--- config.mk ---
export PLATFORM = sky130hd
export DESIGN_NAME = cost_epoch_ctrl
export DESIGN_NICKNAME = d
export VERILOG_FILES = /design/src/rtl/cost_epoch_ctrl_pkg.sv /design/src/rtl/cost_epoch_ctrl_sample_counter.sv /design/src/rtl/cost_epoch_ctrl.sv
export SDC_FILE = /design/constraint.sdc
export NUM_CORES = 1
export LEC_CHECK = 0
export CAP_MARGIN = 20
export CORE_ASPECT_RATIO = 1.25
export CORE_UTILIZATION = 52
export DETAILED_ROUTE_END_ITERATION = 12
export GPL_TIMING_DRIVEN = 1
export PLACE_DENSITY = 0.94
export SKIP_CTS_REPAIR_TIMING = 1
export SLEW_MARGIN = 20
export SYNTH_ARGS = -nofsm -noshare
export SYNTH_HDL_FRONTEND = slang
export SYNTH_HIERARCHICAL = 1
export SYNTH_SLANG_ARGS = --single-unit
--- constraint.sdc ---
create_clock -name clk -period 3.3 [get_ports clk]
set_clock_uncertainty 0.2 [all_clocks]
set_input_delay 0.66 -clock clk [delete_from_list [all_inputs] [get_ports clk]]
set_output_delay 0.66 -clock clk [all_outputs]
set_load 0.01 [all_outputs]
--- src/rtl/cost_epoch_ctrl_pkg.sv ---
// Shared definitions for the training-epoch cost controller: state encodings,
// default fixed-point format and the fixed-point ONE constant.
package cost_epoch_ctrl_pkg;

    localparam int DEF_WIDTH = 32;
    localparam int DEF_FRAC  = 24;

    localparam logic [DEF_WIDTH-1:0] FX_ONE = DEF_WIDTH'(1) << DEF_FRAC;

    localparam logic [2:0] ST_IDLE  = 3'd0;
    localparam logic [2:0] ST_RUN   = 3'd1;
    localparam logic [2:0] ST_DRAIN = 3'd2;
    localparam logic [2:0] ST_LATCH = 3'd3;
    localparam logic [2:0] ST_CLEAR = 3'd4;

    typedef enum logic [2:0] {
        IDLE  = ST_IDLE,
        RUN   = ST_RUN,
        DRAIN = ST_DRAIN,
        LATCH = ST_LATCH,
        CLEAR = ST_CLEAR
    } state_t;

endpackage

--- src/rtl/cost_epoch_ctrl_sample_counter.sv ---
// Mod-N up-counter for samples within an epoch; flags the last sample slot.
module cost_epoch_ctrl_sample_counter #(
    parameter int N  = 4,
    parameter int CW = 2
) (
    input  logic clk,
    input  logic rst,
    input  logic clr,
    input  logic en,
    output logic tc
);

    logic [CW-1:0] count;

    assign tc = (count == CW'(N - 1));

    always_ff @(posedge clk) begin
        if (!rst) begin
            count <= '0;
        end else if (clr) begin
            count <= '0;
        end else if (en) begin
            count <= tc ? '0 : count + 1'b1;
        end
    end

endmodule

--- src/rtl/cost_epoch_ctrl.sv ---
// Epoch sequencer for the cost accumulator: gathers N_SAMPLE accepted samples,
// latches the mean cost, tests convergence and either loops or finishes.
module cost_epoch_ctrl
    import cost_epoch_ctrl_pkg::*;
#(
    parameter int WIDTH       = DEF_WIDTH,
    parameter int FRAC        = DEF_FRAC,
    parameter int N_SAMPLE    = 4,
    parameter int LOG2_SAMPLE = 2,
    parameter int MAX_EPOCH   = 1024,
    parameter int EPOCH_W     = 16
) (
    input  logic               clk,
    input  logic               rst,
    input  logic               i_start,
    input  logic               i_abort,
    input  logic [WIDTH-1:0]   i_thresh,
    input  logic               i_valid,
    output logic               o_ready,
    output logic               o_acc_en,
    output logic               o_acc_clr,
    input  logic [WIDTH-1:0]   i_acc_cost,
    output logic [WIDTH-1:0]   o_cost,
    output logic [EPOCH_W-1:0] o_epoch,
    output logic               o_done,
    output logic               o_converged,
    output logic               o_finish,
    output logic               o_busy
);

    if (FRAC >= WIDTH || (1 << LOG2_SAMPLE) != N_SAMPLE) begin : g_bad_params
        $error("cost_epoch_ctrl: inconsistent FRAC/WIDTH or N_SAMPLE/LOG2_SAMPLE");
    end

    state_t state, state_nx;
    logic [WIDTH-1:0]        thresh_q;
    logic                    abort_clr_q;
    logic                    accept;
    logic                    last_sample;
    logic                    start_ok;
    logic                    limit_hit;
    logic                    conv_nx;
    logic signed [WIDTH-1:0] mean;

    assign accept    = i_valid & o_ready;
    assign start_ok  = (state == IDLE) && i_start && !i_abort;
    assign limit_hit = (o_epoch == EPOCH_W'(MAX_EPOCH));
    assign mean      = $signed(i_acc_cost) >>> LOG2_SAMPLE;
    assign conv_nx   = (mean < $signed(thresh_q));

    assign o_acc_en  = accept;
    assign o_busy    = (state != IDLE);
    // Abort clears one cycle late (registered); start and CLEAR clear in-cycle.
    assign o_acc_clr = !rst || abort_clr_q || (state == CLEAR) || start_ok;

    cost_epoch_ctrl_sample_counter #(
        .N  (N_SAMPLE),
        .CW (LOG2_SAMPLE)
    ) u_sample_counter (
        .clk (clk),
        .rst (rst),
        .clr ((state != RUN) || i_abort),
        .en  (accept),
        .tc  (last_sample)
    );

    always_ff @(posedge clk) begin
        if (!rst) begin
            state <= IDLE;
        end else begin
            state <= state_nx;
        end
    end

    always_comb begin
        state_nx = state;
        o_ready  = 1'b0;
        case (state)
            IDLE:    if (start_ok) state_nx = RUN;
            RUN: begin
                o_ready = 1'b1;
                if (accept && last_sample) state_nx = DRAIN;
            end
            DRAIN:   state_nx = LATCH;
            LATCH:   state_nx = CLEAR;
            CLEAR:   state_nx = (o_converged || limit_hit) ? IDLE : RUN;
            default: state_nx = IDLE;
        endcase
        if (state != IDLE && i_abort) state_nx = IDLE;
    end

    always_ff @(posedge clk) begin
        if (!rst) begin
            thresh_q    <= '0;
            abort_clr_q <= 1'b0;
            o_cost      <= '0;
            o_epoch     <= '0;
            o_converged <= 1'b0;
            o_done      <= 1'b0;
            o_finish    <= 1'b0;
        end else begin
            abort_clr_q <= i_abort && (state != IDLE);
            o_done      <= 1'b0;
            o_finish    <= 1'b0;
            if (start_ok) begin
                thresh_q    <= i_thresh;
                o_epoch     <= '0;
                o_converged <= 1'b0;
            end
            if (state == LATCH && !i_abort) begin
                o_cost      <= mean;
                o_epoch     <= (o_epoch == '1) ? o_epoch : o_epoch + 1'b1;
                o_converged <= conv_nx;
                o_done      <= 1'b1;
            end
            if (state == CLEAR && !i_abort && (o_converged || limit_hit)) begin
                o_finish <= 1'b1;
            end
        end
    end

endmodule

After elaboration in Yosys (flattened, before gate mapping)
Index checks and enable logic that the tools add are counted.

word-level totals
  output and inout port bits = 55
  logic and storage cells = 59
  input port bits = 69
  bits in registers = 87

operators by class
  magnitude comparators = 1
  mux-type cells = 13
  reduce and logical (&&, ||, !) cells = 21
  equality and inequality tests = 11
  bitwise logic cells = 2
  add/subtract/negate cells = 2

operators by type and width
  cell                   count
  $mux 16                3
  $lt 30x32->1           1
  $add 16x1->16 const B  1
  $eq 16x11->1 const B   1
  $eq 16x16->1 const B   1
  $pmux 3 s5             1
  $logic_and 1x1->1      7
  $eq 3x2->1 const B     2
  $mux 1                 6
  $mux 3                 2
  $ne 2x2->1 const B     3
  $logic_or 1x1->1       5
  $reduce_and 2->1       2
  $reduce_or 2->1        2
  $eq 3x1->1 const B     1
  $eq 3x3->1 const B     1
  $logic_not 3->1        1
  $ne 3x1->1 const B     1
  $reduce_bool 3->1      1
  $add 2x1->2 const B    1
  $eq 2x2->1 const B     1
  $logic_not 1->1        2
  $mux 2                 1
  $reduce_bool 2->1      1
  2 further kinds        2

Depth between registers and ports, before layout
Gate-level depths: netlist of the first run.

  word-level depth = 6
  mapped depth = 8
  depth with buffers taken out = 8

By module
The synthesis of the first run kept the hierarchy.

modules (own cells, without submodules)
  module                          area each (um2)  cells each  instances  seq. area each (um2)
  cost_epoch_ctrl                 4191.5           523         1          1701.6
  cost_epoch_ctrl_sample_counter  96.3             9           1          40.0

Least setup slack after synthesis of the first run
Ideal clock, no wire load.

  path type = input to register
  from = input i_acc_cost[31]
  to = register o_converged
  arrival time = 2.252 ns
  required time = 3.042 ns
  stages on the path = 7
  buffers on the path = 0
  setup time = 0.058 ns
  path slack = 0.790 ns
  path through = ha_1 nand4_2 nor3_2 a211o_1 a211o_1 or4b_1 nand2_1

between the ends
  cells in the longest elaborated chain, start to end = 2

ends and longest elaborated chain
  item                  line                    text
  from (decl)           cost_epoch_ctrl.sv:22   input logic [WIDTH-1:0] i_acc_cost,
  $lt 30x32->1          cost_epoch_ctrl.sv:49   assign conv_nx = (mean < $signed(thresh_q));
  $mux 1                cost_epoch_ctrl.sv:110  if (state == LATCH && !i_abort) begin
  to (signal assigned)  cost_epoch_ctrl.sv:113  o_converged <= conv_nx;
  to (decl)             cost_epoch_ctrl.sv:26   output logic o_converged,

No other way between the ends.
A chain may end at the register's enable or synchronous reset.

Worst setup path after layout of the first run
  from = input i_abort
  to = output o_acc_clr

between the ends
  cells in the longest elaborated chain, start to end = 3

ends and longest elaborated chain
  item               line                   text
  from (decl)        cost_epoch_ctrl.sv:16  input logic i_abort,
  $logic_not 1->1    cost_epoch_ctrl.sv:46  assign start_ok = (state == IDLE) && i_start && !i_abort;
  $logic_and 1x1->1  cost_epoch_ctrl.sv:46
  $logic_or 1x1->1   cost_epoch_ctrl.sv:54  assign o_acc_clr = !rst || abort_clr_q || (state == CLEAR) || start_ok;
  to (decl)          cost_epoch_ctrl.sv:21  output logic o_acc_clr,

No other way between the ends.

==> flow_metrics.env, run 1 <==
export IMPL_power_frac_seq=0.533
export IMPL_max_slew_margin=0.5122
export IMPL_hold_worst_slack_ns=0.2654
export IMPL_net_switching_power_mw=0.4800
export IMPL_met2_usage=0.4473
export IMPL_via_count=3967
export IMPL_dieArea_um2=8615
export IMPL_p_comb_frac=0.125
export IMPL_worstSkewPairLatency_ns=0.35
export IMPL_grt_pass1_vias=3883
export IMPL_finalSetupViolations=0
export IMPL_netlist_instances=532
export IMPL_min_period_ns=2.969
export IMPL_r2r_cells=8
export IMPL_synth_area_leaders="dfxtp_1, nand2_1, a21boi_0"
export IMPL_htreeDepth=3
export IMPL_cp_cell_sequence="clkdlybuf4s50_1 > nor2_2 > nand3_1 > nand4b_1 > clkdlybuf4s50_1"
export IMPL_cpMostUsedCell="clkdlybuf4s50_1"
export IMPL_core_um2=7883
export IMPL_synth_seq_cells=87
export IMPL_nNetsFinal=748
export IMPL_critical_path_required_ns=2.44
export IMPL_grt_usage=0.2511
export IMPL_grt_setup_unrepaired="false"
export IMPL_crit_path_start_kind="primary input"
export IMPL_initial_core_util=0.5440
export IMPL_regToRegSetupSlack_ns=0.96
export IMPL_p_clk_frac=0.342
export IMPL_synth_edff_count=0
export IMPL_areaGrowthSynthToFinish_pct=33.38
export IMPL_overflow=0
export IMPL_dieHeight_um=103.5
export IMPL_critical_path_class="primary input to primary output"
export IMPL_drive_gt1_frac=0.04019
export IMPL_vdd_ir_drop_max_mv=0.2752
export IMPL_met1_usage=0.2804
export IMPL_viasPerCell=5.346
export IMPL_worstPathBufferInverterCount=2
export IMPL_clockRootBuffer="clkbuf_8"
export IMPL_p_per_area_nw_per_um2=353.5
export IMPL_crit_fanout=5
export IMPL_fmax_mhz=336.9
export IMPL_crit_family="buffers and inverters"
export IMPL_grt_max_degree=72
export IMPL_drcViolationCount=0
export IMPL_synthArstFlopShare=0
export IMPL_numClockSinks=87
export IMPL_setup_tns_final_ns=0
export IMPL_syn_area_per_cell_um2=8.060
export IMPL_cap_violations=0
export IMPL_worstSetupEndpointType="primary output"
export IMPL_io_buffers=121
export IMPL_synthDominantCellAreaShare=0.4062
export IMPL_syn_nets=635
export IMPL_grt_use_met3=0.05259
export IMPL_drv_slew=0
export IMPL_synth_most_common_cell="nand2_1"
export IMPL_fp_dieW_um=83.22
export IMPL_ys_seq_area_frac=0.4062
export IMPL_drt_iter0_markers=209
export IMPL_yosys_area_top_type="dfxtp_1"
export IMPL_hold_path_class="flop to flop"
export IMPL_hp_start="thresh_q[17]"
export IMPL_hold_path_end="thresh_q[17]"
export IMPL_status="finished, final reports clean"
export IMPL_critPathSlowestCell="clkdlybuf4s50_1"
export IMPL_dpl_hpwl_um=7785
export IMPL_yosysWarnings=6
export IMPL_n_fill_cell=604
export IMPL_wl_per_cell_um=14.21
export IMPL_holdPathStages=2
export IMPL_synth_top_flop_cell="dfxtp_1"
export IMPL_syn_area_um2=4288
export IMPL_gp_congestion=0.8710
export IMPL_swShare=0.2374
export IMPL_cp_depth=5
export IMPL_antenna_left=0
export IMPL_r2r_start="thresh_q[27]"
export IMPL_final_period_utilization=0.8996
export IMPL_ys_types=38
export IMPL_synth_common_cells="nand2_1, dfxtp_1, a21boi_0"
export IMPL_wirelength_um=10540
export IMPL_r2r_end="o_converged"
export IMPL_hold_violations=0
export IMPL_cts_buffers=9
export IMPL_arrival_ns=2.11
export IMPL_clk_pin_slew_ns=0.08
export IMPL_grt_most_used_layer="met2"
export IMPL_num_rows=36
export IMPL_firstDrtPassIters=4
export IMPL_cts_path_max_buffers=2
export IMPL_diodes=0
export IMPL_max_stage_delay_ns=0.56
export IMPL_p_int_mw=1.542
export IMPL_cts_tree="built"
export IMPL_pin_count=124
export IMPL_cellLeakagePower_nw=2.027
export IMPL_tightest_slew_ns=0.7268
export IMPL_grt_pass1_wl_um=17510
export IMPL_antenna_found_initial=0
export IMPL_p_total_mw=2.022
-- power groups by stage --
stage | Sequential, mW | Clock [mW] | Combinational (mW)
6_report | 1.08 | 0.692 | 0.252
3_5_place_dp | 1.10 | 0 | 0.250
2_1_floorplan | 1.10 | 0 | 0.124
3_3_place_gp | 1.10 | 0 | 0.238
5_1_grt | 1.08 | 0.752 | 0.280
4_1_cts | 1.08 | 0.703 | 0.253
-- cell type report --
class / count / area [µm²] / share of cell area
clock buffers: 11 / 131.4 / 0.02297
repair buffers: 128 / 1259 / 0.2201
well taps: 95 / 118.9 / 0.02078
flip-flops and latches: 87 / 1742 / 0.3045
multi-input cells: 380 / 2287 / 0.3999
inverters: 39 / 146.4 / 0.02560
clock inverters: 2 / 35.03 / 0.006126
-- cells by family after synthesis --
logic type | after synthesis | share of synthesized area
DFF | 87 | 0.4062
adders and majority gates | 34 | 0.09921
buffers and inverters | 65 | 0.06040
AOI/OAI and AO/OA | 100 | 0.1602
muxes | 2 | 0.004669
and+or+nand+nor | 231 | 0.2428
xor gates and xnor gates | 13 | 0.02655
-- worst max-delay path by stage --
| stage | from | endpoint | slack [ns] |
|---|---|---|---|
| finish | i_abort | o_acc_clr | 0.33 |
| floorplan | i_acc_cost[31] | o_converged | 0.79 |
| global route | i_abort | o_acc_clr | 0.19 |
| CTS | i_abort | o_acc_clr | 0.32 |
| detailed placement | i_acc_cost[31] | o_converged | 0.06 |
| global placement | i_acc_cost[31] | o_converged | 0.17 |
-- routing by layer --
metal | vias up | share of wire
met3 | 25 | 0.056
met2 | 156 | 0.52
li1 | 1984 | -
met1 | 1802 | 0.40
met4 | 0 | 0.026
met5 | - | 0
-- worst min-delay path, cell delays in order, from the launching register on --
cell      delay, ns
dfxtp_1        0.31
nand2_1        0.05
a21boi_0       0.06
-- metrics by stage --
step	utilization	setup WS, ns	cell area, µm²	cells
floorplan	-	0.7897	4288	532
global placement	0.7044	0.1677	5553	729
detailed placement	0.7044	0.05728	5553	729
CTS	0.7256	0.3195	5719	742
global route	0.7256	0.1946	5719	742
finish	0.7256	0.3315	5719	742
-- cells in the final DEF (no fill, tap or decap), types with 2 or more instances in the layout --
cell,instances
nand2b_1,6
nand2_1,144
a21oi_1,19
buf_4,7
clkdlybuf4s50_1,120
nand3_1,12
nor4_1,6
clkbuf_8,9
nor3_1,10
or3_1,2
nor2_1,26
ha_1,34
and2_1,3
a2111oi_0,2
clkbuf_1,2
dfxtp_1,87
nand4_1,2
a21boi_0,63
nor4b_1,2
nand4_2,3
xnor2_1,13
and3_1,5
and4_1,4
o21ai_0,8
inv_1,39
mux2i_1,2
a211o_1,2
-- registers in the layout, indices dropped and copies added (netlist names) --
register	flops
u_sample_counter/count	2
o_done	1
abort_clr_q	1
o_finish	1
thresh_q	32
state	3
o_epoch	16
o_cost	30
o_converged	1
Note: power is estimated with default switching activity, not from simulation.
==> run 2: changes to the inputs <==
--- a/config.mk
+++ b/config.mk
@@ -15,5 +15,4 @@
 export SLEW_MARGIN = 20
 export SYNTH_ARGS = -nofsm -noshare
 export SYNTH_HDL_FRONTEND = slang
-export SYNTH_HIERARCHICAL = 1
 export SYNTH_SLANG_ARGS = --single-unit
==> run 2 against run 1 <==
The flow now finishes with violations (DRC). Area after synthesis is 1.9% higher. Critical path depth stayed put. Worst setup slack worse by 0.012 ns. Cell area is 2.2% higher.
==> flow_metrics.env, run 2 <==
export IMPL_synth_edff_count=0
export IMPL_dieArea_um2=8778
export IMPL_cts_buffers=9
export IMPL_netlist_instances=532
export IMPL_violations="DRC"
export IMPL_grt_max_degree=69
export IMPL_setup_tns_final_ns=0
export IMPL_grt_pass1_vias=4086
export IMPL_dieHeight_um=104.5
export IMPL_worstSetupEndpointType="primary output"
export IMPL_synth_top_flop_cell="dfxtp_1"
export IMPL_synth_most_common_cell="nand2_1"
export IMPL_dpl_hpwl_um=7951
export IMPL_overflow=0
export IMPL_core_um2=8194
export IMPL_synthDominantCellAreaShare=0.3985
export IMPL_htreeDepth=3
export IMPL_fmax_mhz=335.5
export IMPL_final_period_utilization=0.9032
export IMPL_hold_path_class="flop to flop"
export IMPL_firstDrtPassIters=8
export IMPL_grt_pass1_wl_um=18170
export IMPL_cap_violations=0
export IMPL_critical_path_class="primary input to primary output"
export IMPL_crit_fanout=5
export IMPL_p_per_area_nw_per_um2=360.9
export IMPL_swShare=0.2328
export IMPL_p_int_mw=1.619
export IMPL_cellLeakagePower_nw=2.104
export IMPL_top_regs="thresh_q (32), o_cost (30), o_epoch (16)"
export IMPL_ys_types=49
export IMPL_fp_dieW_um=84
export IMPL_max_slew_margin=0.6319
export IMPL_drive_gt1_frac=0.06144
export IMPL_initial_core_util=0.5334
export IMPL_pin_count=124
export IMPL_synthArstFlopShare=0
export IMPL_diodes=0
export IMPL_net_switching_power_mw=0.4911
export IMPL_wl_per_cell_um=14.27
export IMPL_wirelength_um=10680
export IMPL_drv_slew=0
export IMPL_viasPerCell=5.361
export IMPL_min_period_ns=2.980
export IMPL_ys_seq_area_frac=0.3985
export IMPL_clockRootBuffer="clkbuf_8"
export IMPL_antenna_found_initial=0
export IMPL_final_cell_mix="nand2_1, clkdlybuf4s50_1, dfxtp_1, inv_1, ha_1"
export IMPL_syn_nets=635
export IMPL_numClockSinks=87
export IMPL_critPathLaunch="i_abort"
export IMPL_power_frac_seq=0.511
export IMPL_final_area_um2=5847
export IMPL_drt_iter0_markers=220
export IMPL_finalSetupViolations=0
export IMPL_vdd_ir_drop_max_mv=0.2309
export IMPL_hp_start="thresh_q[16]"
export IMPL_arrival_ns=2.12
export IMPL_areaGrowthSynthToFinish_pct=33.78
export IMPL_worstSkewPairLatency_ns=0.36
export IMPL_syn_area_um2=4370
export IMPL_synth_seq_cells=87
export IMPL_yosysWarnings=0
export IMPL_yosys_area_top_type="dfxtp_1"
export IMPL_cts_path_max_buffers=2
export IMPL_hold_violations=0
export IMPL_p_total_mw=2.110
export IMPL_drcViolationCount=16
export IMPL_syn_area_per_cell_um2=8.215
export IMPL_gp_congestion=0.8181
export IMPL_post_route_util=0.7135
export IMPL_largest_register_ffs=32
export IMPL_place_area_um2=5638
export IMPL_num_rows=37
export IMPL_synth_area_leaders="dfxtp_1, nand2_1, ha_1"
export IMPL_tightest_slew_ns=0.5521
export IMPL_antenna_left=0
export IMPL_critical_path_required_ns=2.44
export IMPL_largest_register="thresh_q"
export IMPL_nNetsFinal=749
export IMPL_r2r_start="thresh_q[30]"
export IMPL_synth_common_cells="nand2_1, dfxtp_1, inv_1"
export IMPL_status="finished with violations"
export IMPL_p_clk_frac=0.365
export IMPL_grt_usage=0.2606
export IMPL_regToRegSetupSlack_ns=0.99
export IMPL_final_common_cell="nand2_1"
export IMPL_via_count=4010
export IMPL_crit_path_start_kind="primary input"
export IMPL_p_comb_frac=0.124
export IMPL_clk_pin_slew_ns=0.08
export IMPL_io_buffers=121
export IMPL_cts_tree="built"
export IMPL_grt_setup_unrepaired="false"
==> run 2: changes by cell type in the layout (fill, tap and decap cells not counted), moves of 4 or more <==
cell,previous run,this run
a21boi_0,63,30
a21boi_1,0,33
nor3_1,10,3
nor4_1,6,1
o21ai_0,8,3
nand4_1,2,6
nor3_2,1,5
o21ai_1,1,5
xnor2_1,13,9
==> run 2: kinds of logic after synthesis <==
| kind of cell | synth area share |
|---|---|
| muxes | 0.006871 |
| and+or+nand+nor | 0.2448 |
| adders and majority gates | 0.09734 |
| DFF | 0.3985 |
| buffers and inverters | 0.06270 |
| xor gates and xnor gates | 0.02405 |
| AOI/OAI and AO/OA | 0.1658 |
==> run 2: power by group through the flow <==
stage	registers, mW	clock network (mW)	logic, mW
after global routing	1.08	0.832	0.295
after global placement	1.10	0	0.251
after CTS	1.08	0.786	0.264
after detailed placement	1.10	0	0.260
final	1.08	0.770	0.263
after floorplan	1.10	0	0.134
==> run 2: worst paths after layout <==
path | to | depth (start not counted)
worst max-delay path | o_acc_clr | 5
worst min register to register | thresh_q[16] | 2
worst max register to register | o_converged | 8
worst min-delay path | thresh_q[16] | 2
==> run 2: metal layers <==
metal	track usage	wire, µm	part of all wire	vias up
met2	0.4696	5655	0.53	122
met5	0	0	0	-
met4	0.1490	301	0.028	0
li1	-	-	-	2006
met1	0.2886	4232	0.40	1852
met3	0.03889	486	0.046	30
==> run 2: cell type report <==
type / instances / area, µm²
Timing Repair Buffer: 131 / 1281
Sequential cell: 87 / 1742
Multi-Input combinational cell: 380 / 2355
Clock buffer: 13 / 168.9
Fill cell: 587 / 2347
Tap cell: 97 / 121.4
Inverter: 37 / 138.9
Clock inverter: 3 / 40.04
==> run 2: worst max-delay path: stages <==
cell and delay [ns]:
clkdlybuf4s50_1 0.47, nor2_1 0.17, nand3_1 0.12, nand4b_1 0.14, clkdlybuf4s50_1 0.55
==> run 2: stage by stage <==
stage               cells  setup WS [ns]  hold WS [ns]
floorplan             532         0.7893        0.2351
global placement      732         0.2153        0.2415
detailed placement    732         0.1464        0.2466
CTS                   748         0.3287        0.2576
global route          748         0.2564        0.2826
finish                748         0.3196        0.2561
